[src/rtl/pc_control_fsm.sv]
// Multi-cycle control FSM for the single-issue MIPS-subset core. Sequences FETCH/DECODE/EXEC/MEM/WB,
// handshakes with imem/dmem and drives the PC, regfile, ALU and dmem controls.
module pc_control_fsm #(
  parameter int unsigned WAIT_MAX = 255,
  parameter int unsigned WAIT_W   = 8
) (
  input  logic        clk,
  input  logic        reset,
  input  logic [31:0] instr,
  input  logic        imem_ready,
  input  logic        dmem_ready,
  input  logic        zero,
  output logic        imem_req,
  output logic        dmem_req,
  output logic        dmem_we,
  output logic        ir_we,
  output logic        pc_we,
  output logic [1:0]  pc_sel,
  output logic        reg_we,
  output logic [1:0]  reg_dst,
  output logic [1:0]  wb_sel,
  output logic        alu_src,
  output logic [1:0]  alu_op,
  output logic        illegal,
  output logic        bus_err
);

  localparam logic [5:0] OP_R    = 6'h00;
  localparam logic [5:0] OP_J    = 6'h02;
  localparam logic [5:0] OP_JAL  = 6'h03;
  localparam logic [5:0] OP_BEQ  = 6'h04;
  localparam logic [5:0] OP_BNE  = 6'h05;
  localparam logic [5:0] OP_ADDI = 6'h08;
  localparam logic [5:0] OP_XORI = 6'h0e;
  localparam logic [5:0] OP_LW   = 6'h23;
  localparam logic [5:0] OP_SW   = 6'h2b;
  localparam logic [5:0] FN_JR   = 6'h08;
  localparam logic [5:0] FN_ADD  = 6'h20;
  localparam logic [5:0] FN_SUB  = 6'h22;
  localparam logic [5:0] FN_SLT  = 6'h2a;

  localparam logic [1:0] PC_NEXT   = 2'd0;
  localparam logic [1:0] PC_JUMP   = 2'd1;
  localparam logic [1:0] PC_BRANCH = 2'd2;
  localparam logic [1:0] PC_JR     = 2'd3;
  localparam logic [1:0] ALU_ADD   = 2'd0;
  localparam logic [1:0] ALU_SUB   = 2'd1;
  localparam logic [1:0] ALU_XOR   = 2'd2;
  localparam logic [1:0] ALU_SLT   = 2'd3;
  localparam logic [1:0] DST_RT    = 2'd0;
  localparam logic [1:0] DST_RD    = 2'd1;
  localparam logic [1:0] DST_RA    = 2'd2;
  localparam logic [1:0] WB_ALU    = 2'd0;
  localparam logic [1:0] WB_DMEM   = 2'd1;
  localparam logic [1:0] WB_PC4    = 2'd2;

  localparam logic [WAIT_W-1:0] WAIT_LAST = WAIT_W'(WAIT_MAX - 32'd1);
  localparam logic [WAIT_W-1:0] WAIT_ONE  = WAIT_W'(32'd1);
  localparam logic [WAIT_W-1:0] WAIT_ZERO = WAIT_W'(32'd0);
  localparam bit               WD_EN     = (WAIT_MAX != 32'd0);

  typedef enum logic [2:0] {
    S_FETCH  = 3'd0,
    S_DECODE = 3'd1,
    S_EXEC   = 3'd2,
    S_MEM    = 3'd3,
    S_WB     = 3'd4,
    S_HALT   = 3'd5
  } state_t;

  state_t            state_q, state_d;
  logic [WAIT_W-1:0] wait_q, wait_d;
  logic [31:0]       ir_q, ir_d;
  logic              bus_err_q, bus_err_d;

  logic [5:0] opcode_s;
  logic [5:0] funct_s;
  logic       exec_op_s;
  logic       alu_src_s;
  logic [1:0] alu_op_s;
  logic       wait_expired_s;
  logic       unused_ir_s;

  assign opcode_s       = ir_q[31:26];
  assign funct_s        = ir_q[5:0];
  assign unused_ir_s    = ^ir_q[25:6];
  assign wait_expired_s = WD_EN && (wait_q == WAIT_LAST);
  assign bus_err        = bus_err_q;

  // Instruction class decode from the IR: ALU controls and whether the op needs EXEC.
  always_comb begin
    exec_op_s = 1'b0;
    alu_src_s = 1'b0;
    alu_op_s  = ALU_ADD;
    case (opcode_s)
      OP_R: begin
        case (funct_s)
          FN_ADD:  begin exec_op_s = 1'b1; alu_op_s = ALU_ADD; end
          FN_SUB:  begin exec_op_s = 1'b1; alu_op_s = ALU_SUB; end
          FN_SLT:  begin exec_op_s = 1'b1; alu_op_s = ALU_SLT; end
          default: begin exec_op_s = 1'b0; end
        endcase
      end
      OP_ADDI, OP_LW, OP_SW: begin exec_op_s = 1'b1; alu_src_s = 1'b1; alu_op_s = ALU_ADD; end
      OP_XORI:               begin exec_op_s = 1'b1; alu_src_s = 1'b1; alu_op_s = ALU_XOR; end
      OP_BEQ, OP_BNE:        begin exec_op_s = 1'b1; alu_op_s = ALU_SUB; end
      default:               begin exec_op_s = 1'b0; end
    endcase
  end

  // Next-state, wait counter and output decode.
  always_comb begin
    state_d   = state_q;
    wait_d    = WAIT_ZERO;
    ir_d      = ir_q;
    bus_err_d = bus_err_q;
    imem_req  = 1'b0;
    ir_we     = 1'b0;
    dmem_req  = 1'b0;
    dmem_we   = 1'b0;
    pc_we     = 1'b0;
    pc_sel    = PC_NEXT;
    reg_we    = 1'b0;
    reg_dst   = DST_RT;
    wb_sel    = WB_ALU;
    alu_src   = 1'b0;
    alu_op    = ALU_ADD;
    illegal   = 1'b0;
    case (state_q)
      S_FETCH: begin
        imem_req = ~reset;
        if (imem_ready) begin
          ir_we   = ~reset;
          ir_d    = instr;
          state_d = S_DECODE;
        end else if (wait_expired_s) begin
          bus_err_d = 1'b1;
          state_d   = S_HALT;
        end else begin
          wait_d = wait_q + WAIT_ONE;
        end
      end
      S_DECODE: begin
        if (opcode_s == OP_J) begin
          pc_we   = 1'b1;
          pc_sel  = PC_JUMP;
          state_d = S_FETCH;
        end else if (opcode_s == OP_JAL) begin
          pc_we   = 1'b1;
          pc_sel  = PC_JUMP;
          reg_we  = 1'b1;
          reg_dst = DST_RA;
          wb_sel  = WB_PC4;
          state_d = S_FETCH;
        end else if ((opcode_s == OP_R) && (funct_s == FN_JR)) begin
          pc_we   = 1'b1;
          pc_sel  = PC_JR;
          state_d = S_FETCH;
        end else if (exec_op_s) begin
          state_d = S_EXEC;
        end else begin
          // Unsupported encodings are skipped rather than trapped.
          illegal = 1'b1;
          pc_we   = 1'b1;
          pc_sel  = PC_NEXT;
          state_d = S_FETCH;
        end
      end
      S_EXEC: begin
        alu_src = alu_src_s;
        alu_op  = alu_op_s;
        if ((opcode_s == OP_BEQ) || (opcode_s == OP_BNE)) begin
          pc_we   = 1'b1;
          pc_sel  = (((opcode_s == OP_BEQ) && zero) || ((opcode_s == OP_BNE) && !zero)) ? PC_BRANCH : PC_NEXT;
          state_d = S_FETCH;
        end else if ((opcode_s == OP_LW) || (opcode_s == OP_SW)) begin
          state_d = S_MEM;
        end else begin
          state_d = S_WB;
        end
      end
      S_MEM: begin
        alu_src  = alu_src_s;
        alu_op   = alu_op_s;
        dmem_req = 1'b1;
        dmem_we  = (opcode_s == OP_SW);
        if (dmem_ready) begin
          if (opcode_s == OP_SW) begin
            pc_we   = 1'b1;
            pc_sel  = PC_NEXT;
            state_d = S_FETCH;
          end else begin
            state_d = S_WB;
          end
        end else if (wait_expired_s) begin
          bus_err_d = 1'b1;
          state_d   = S_HALT;
        end else begin
          wait_d = wait_q + WAIT_ONE;
        end
      end
      S_WB: begin
        alu_src = alu_src_s;
        alu_op  = alu_op_s;
        reg_we  = 1'b1;
        pc_we   = 1'b1;
        pc_sel  = PC_NEXT;
        reg_dst = (opcode_s == OP_R) ? DST_RD : DST_RT;
        wb_sel  = (opcode_s == OP_LW) ? WB_DMEM : WB_ALU;
        state_d = S_FETCH;
      end
      S_HALT: begin
        state_d = S_HALT;
      end
      default: begin
        state_d = S_FETCH;
      end
    endcase
  end

  // State, wait counter, IR and sticky bus error registers.
  always_ff @(posedge clk or posedge reset) begin
    if (reset) begin
      state_q   <= S_FETCH;
      wait_q    <= WAIT_ZERO;
      ir_q      <= 32'd0;
      bus_err_q <= 1'b0;
    end else begin
      state_q   <= state_d;
      wait_q    <= wait_d;
      ir_q      <= ir_d;
      bus_err_q <= bus_err_d;
    end
  end

endmodule

[config.mk]
export PLATFORM = sky130hd
export DESIGN_NAME = pc_control_fsm
export DESIGN_NICKNAME = d
export VERILOG_FILES = /design/src/rtl/pc_control_fsm.sv
export SDC_FILE = /design/constraint.sdc
export NUM_CORES = 1
export LEC_CHECK = 0
export ABC_AREA = 1
export BUFFER_PORTS_ARGS = -buffer_cell sky130_fd_sc_hd__buf_2
export CAP_MARGIN = 10
export CORE_ASPECT_RATIO = 1.75
export CORE_MARGIN = 2
export CORE_UTILIZATION = 54
export DETAILED_ROUTE_END_ITERATION = 6
export GPL_TIMING_DRIVEN = 0
export PLACE_DENSITY_LB_ADDON = 0.12
export REMOVE_ABC_BUFFERS = 1
export SYNTH_ARGS = -nofsm -noshare
export SYNTH_HDL_FRONTEND = slang
export SYNTH_SLANG_ARGS = --single-unit
[constraint.sdc]
create_clock -name clk -period 2.2 [get_ports clk]
set_clock_uncertainty 0.05 [all_clocks]
set_input_delay 0.11 -clock clk [delete_from_list [all_inputs] [get_ports clk]]
set_output_delay 0.11 -clock clk [all_outputs]
set_load 0.02 [all_outputs]
==> results of run 1 <==
==> area by class of cell <==
type,count,area [sq um]
Clock buffer,4,55.1
Fill cell,253,936
Inverter,28,105
Multi-Input combinational cell,149,826
Sequential cell,24,601
Tap cell,27,33.8
Timing Repair Buffer,33,165
==> cells by family after synthesis <==
| logic type | after synthesis |
|---|---|
| AO/OA/AOI/OAI | 20 |
| XOR/XNOR | 5 |
| adder cells (fa/ha/maj) | 2 |
| buffers and inverters | 31 |
| flip-flops | 24 |
| AND/OR/NAND/NOR | 122 |
==> synthesized netlist by cell type, drive strengths merged <==
| cell type | instances |
|---|---|
| nor2 | 46 |
| nand2 | 43 |
| inv | 27 |
| dfrtp | 24 |
| nand3 | 20 |
| a21oi | 15 |
| nor3 | 9 |
| xor2 | 4 |
| buf | 3 |
| ha | 2 |
| nand4 | 2 |
| o21ai | 2 |
| a31oi | 1 |
| clkinv | 1 |
| nand3b | 1 |
| o21a | 1 |
| o21bai | 1 |
| or2 | 1 |
| xnor2 | 1 |
==> path summary, 6_finish.rpt <==
check | from | to
max | ir_q[26] | illegal
min | reset | ir_q[29]
min in group clk | instr[0] | ir_q[0]
max in group asynchronous | reset | wait_q[5]
max reg2reg | state_q[1] | ir_q[5]
min reg2reg | bus_err | bus_err
==> power by group <==
group	total [mW]	internal, mW	switching [mW]	leakage [nW]
sequential	0.711	0.581	0.130	0.298
combinational	0.872	0.276	0.595	0.606
clock	0.294	0.160	0.134	0.0288
==> sequential cells by signal, indices dropped and copies added (netlist names) <==
signal and count:
wait_q 8, state_q 3, bus_err 1, ir_q 12
==> metrics by stage <==
step	utilization	worst slack, ns	instance area, sq um
CTS	0.656	0.377	1790
detailed placement	0.636	0.664	1730
global placement	0.636	0.703	1730
global route	0.656	0.216	1790
finish	0.656	0.384	1790
floorplan	-	0.473	1530
==> layer usage <==
metal,global-route usage,vias up,part of all wire
li1,-,710,-
met1,0.261,646,0.40
met2,0.395,41,0.52
met3,0.0144,12,0.041
met4,0.155,0,0.036
met5,0,-,0
==> impl_metrics.ini, run 1 <==
[sta]
finalSetupTns_ns = 0
clock.fmax_mhz = 551
timing.final.hold_violations = 0
layout_min_cycle_time_ns = 1.82
rsz_0062_raised_after_global_routing = no
final-max-slew-violation-count = 0
timing.final.setup_violations = 0
tightest_slew_ns = 0.921
final.period_utilization = 0.825
worst_slew_margin_rel = 0.386
whs_ns = 0.0102

[clock_network]
cts_made_buffers = 3
post_cts_buffers = 0
clk_latency_ns = 0.26
cts_buffer_depth = 2
worst_setup_hold_path_clk_slew_ns = 0.08
post_cts_resize_count = 0
root_buffer = sky130_fd_sc_hd__clkbuf_8
cts_num_sinks = 24
number_of_levels_the_h_tree_was_split_into = 1
cts_tree = done
post_cts_hold_buffer_count = 0

[synth]
synth_cells = 204
adder_cell_share_of_the_synthesized_area = 0.0160
synth_top_cell_area_share = 0.385
synth.area.mux_share = 0
combinational_family_with_the_most_area_after_synthesis = simple AND/OR/NAND/NOR gates
synth-warning-count = 0
post_synth_num_cell_types = 30
synth-seq-cells = 24
synth_area_in_simple_gates = 0.395
synth_area_sq_um = 1560
synth.avg_cell_area_sq_um = 7.65
post-synth-top-area-cell = sky130_fd_sc_hd__dfrtp_1
synth-compound-area-share = 0.0897
seq_area_frac_synth = 0.385
yosys.area_share.xor_xnor = 0.0280
top_area_cells_in_the_synthesized_netlist = sky130_fd_sc_hd__dfrtp_1 38%, sky130_fd_sc_hd__nand2_1 8.7%, sky130_fd_sc_hd__nor2_1 8.7%

[job]
max_cap_violations = 0

[worst_setup_path]
timing_worst_setup_path_type = register to primary output
timing.critical_path.depth = 8
worstPathBufferInverterCount = 2
timing.critical_path.cells = nand2_1, inv_1, nand3_1, nand2_1, nor2_1, nand3_1, nor2_1, buf_2
timing.reg2reg.setup_slack_ns = 0.65
setup.worst_path.start_class = register
crit_path_end_kind = primary output
cp_slowest_stage_delay_ns = 0.45
critPathRequiredTime_ns = 2.04
slowest_stage = sky130_fd_sc_hd__dfrtp_1
reg2reg_depth = 6
cp_max_fo = 5
path_delay_family = simple AND/OR/NAND/NOR gates
crit_arrival_ns = 1.66

[power_and_ir_drop]
total_power_mw = 1.88
vdd_drop_max_mv = 0.570
power.leakage_nw = 0.933
power-per-cell-area_nw_per_um2 = 1050

[hold_path]
timing.hold.worst.class = input pin to asynchronous set/reset pin

[drt]
via_per_inst = 5.32
routed-via-count = 1409
routed_wl_um = 3210
detail-route-antenna-nets = 0
initialDrtViolationCount = 27
wl_per_cell_um = 12.1
drt_drc_violations_left = 0
detail_route.first_pass.iterations = 4

[run_status]
outcome = finished clean

[grt]
first_global_vias = 1415
grt_max_degree = 25
grt_pass1_wl_um = 5690
gr-usage-all-layers = 0.228
antenna_found_initial = 0
grt_overflow = 0

[placement]
dpl.cell_count = 261
detailed_place_hpwl_um = 2590
finalWeightedCongestion = 0.932
port-buffer-count = 33

[finish]
num-nets-final = 278
drive_above_1_share = 0.307
syn_to_final_growth_pct = 14.3
final_cell_mix = 36 x sky130_fd_sc_hd__nor2_1, 36 x sky130_fd_sc_hd__nand2_1, 33 x sky130_fd_sc_hd__buf_2, 24 x sky130_fd_sc_hd__dfrtp_1, 21 x sky130_fd_sc_hd__inv_1
count_of_placed_standard_cells_in_the_final_layout_fillers_left_out = 265
ant_diodes = 0

[floorplanning]
fp-row-count = 25
design.core.area_sq_um = 2720
initial_utilization = 0.574
dieHeight_um = 75.1
chipWidth_um = 44.7
io_pins = 54
design.die.area_sq_um = 3350
Power figures use the tool's default switching activity.
==> run 2, diff against run 1 <==
Settings changed: CORE_UTILIZATION 54 to 45.
Clock period 2.2 ns to 1.55 ns, I/O delays scaled along.
==> run 2 against run 1 <==
Clock power up 87%; hold slack worse by 0.050 ns; the flow now finishes with violations (hold timing, setup timing); die area up 19%; global-route usage down 3.4 points; count of clock-buffer cells in the layout down 1; register-to-register slack worse by 0.54 ns; combinational power up 100%; critical endpoint is now alu_op[0]; critical path type unchanged; sequential share of layout area down 6.5 points; setup slack worse by 0.53 ns; power up 80%.
==> impl_metrics.ini, run 2 (synthesis results as in run 1) <==
[run_status]
outcome = finished with violations
violations = hold timing, setup timing

[floorplanning]
fp-row-count = 28
chipWidth_um = 48.5
initial_utilization = 0.464
design.die.area_sq_um = 3980
design.core.area_sq_um = 3360
io_pins = 54
dieHeight_um = 81.9

[drt]
via_per_inst = 4.76
initialDrtViolationCount = 11
routed-via-count = 1466
drt_drc_violations_left = 0
detail_route.first_pass.iterations = 4
routed_wl_um = 3450
detail-route-antenna-nets = 0
wl_per_cell_um = 11.2

[grt]
grt_overflow = 0
antenna_found_initial = 0
grt_pass1_wl_um = 6000
gr-usage-all-layers = 0.194
first_global_vias = 1421
grt_max_degree = 25

[worst_setup_path]
cp_max_fo = 4
crit_arrival_ns = 1.57
crit_path_end_kind = primary output
timing_worst_setup_path_type = register to primary output
setup.worst_path.start_class = register
critPathRequiredTime_ns = 1.42

[finish]
final_core_utilization = 0.664
largest_reg_flops = 12
most_flop_heavy_register = ir_q
area.sequential_sq_um = 606
num-nets-final = 303
area_occupied_by_multi_input_gates_sq_um = 967
drive_above_1_share = 0.460
largest_registers_ranked_by_flip_flop_count = ir_q x12, wait_q x8, state_q x3
final_area_sq_um = 2230
final_cell_mix = 30 x sky130_fd_sc_hd__nand2_1, 29 x sky130_fd_sc_hd__nor2_1, 25 x sky130_fd_sc_hd__buf_2, 21 x sky130_fd_sc_hd__buf_4, 20 x sky130_fd_sc_hd__dfrtp_1
ant_diodes = 0
count_of_placed_standard_cells_in_the_final_layout_fillers_left_out = 308
syn_to_final_growth_pct = 43.1
fillCellCount = 312
most_frequent_standard_cell_in_the_layout_excluding_fill_and_tap_cells = sky130_fd_sc_hd__nand2_1

[sta]
final-max-slew-violation-count = 0
tightest_slew_ns = 0.912
timing.final.setup_violations = 11
layout_min_cycle_time_ns = 1.70
clock.fmax_mhz = 590
final.period_utilization = 1.09
finalSetupTns_ns = -0.649
timing.final.hold_violations = 24
rsz_0062_raised_after_global_routing = yes
finalWorstSetupSlack_ns = -0.145
whs_ns = -0.0400
worst_slew_margin_rel = 0.391

[clock_network]
number_of_levels_the_h_tree_was_split_into = 1
cts_made_buffers = 3
worst_setup_hold_path_clk_slew_ns = 0.09
cts_buffer_depth = 2
root_buffer = sky130_fd_sc_hd__clkbuf_8
cts_tree = done
clk_latency_ns = 0.27
cts_num_sinks = 24

[hold_path]
timing.hold.worst.class = input pin to asynchronous set/reset pin

[power_and_ir_drop]
total_power_mw = 3.38
power.leakage_nw = 1.09
power-per-cell-area_nw_per_um2 = 1510
vdd_drop_max_mv = 0.974

[placement]
finalWeightedCongestion = 0.885
place_worst_setup_slack_ns = -0.0221
port-buffer-count = 33
dpl.cell_count = 279
dpl_cell_area_sq_um = 1750
detailed_place_hpwl_um = 2550

[job]
max_cap_violations = 0
[run 2: cell types whose count changed in the layout (fill, tap and decap cells not counted), sizes merged]
cell / delta
buf: +18
clkbuf: -1
bufinv: +1
dlygate4sd3: +7
[run 2: worst paths after layout]
kind / start / end / slack, ns / cells past startpoint
min in group clk: instr[30] / ir_q[30] / 0 / 3
worst min-delay path: reset / state_q[2] / -0.04 / 2
worst max register to register: state_q[2] / wait_q[5] / 0.11 / 8
worst max-delay path: ir_q[28] / alu_op[0] / -0.15 / 8
max in group asynchronous: reset / ir_q[27] / 0.86 / 2
worst min register to register: bus_err / bus_err / 0.43 / 1
[run 2: final cells by class]
class,count,area share
Multi-Input combinational cell,149,0.433
Inverter,28,0.0521
Tap cell,45,0.0252
Sequential cell,24,0.271
Timing Repair Buffer,58,0.187
Clock buffer,3,0.0185
Clock inverter,1,0.0134
[run 2: timing repair]
item,4_1_cts,5_1_grt
pin swaps,10,4
gates resized for setup,46,12
endpoints found under the setup margin,21,13
buffers inserted,17,1
hold buffers,7,0
endpoints found under the hold margin,7,0
[run 2: report_power, final]
group	internal (mW)	switching, mW
registers	0.832	0.241
clock network	0.345	0.205
logic	0.725	1.03
total	1.90	1.48
[run 2: per-layer routing]
layer  vias up  track usage  routed length, um
li1        765            -                  -
met1       670        0.205               1380
met2        27        0.397               1950
met3         4       0.0182                 68
met4         0       0.0686                 46
met5         -            0                  0
[run 2: worst max-delay path, stage by stage (launching register included)]
cell                       delay, ns
sky130_fd_sc_hd__dfrtp_1        0.43
sky130_fd_sc_hd__nor2_2         0.17
sky130_fd_sc_hd__nand2_2        0.09
sky130_fd_sc_hd__clkinv_2       0.07
sky130_fd_sc_hd__nand2_4        0.06
sky130_fd_sc_hd__inv_4          0.07
sky130_fd_sc_hd__nand2_1        0.08
sky130_fd_sc_hd__a21oi_1        0.15
sky130_fd_sc_hd__buf_2          0.19
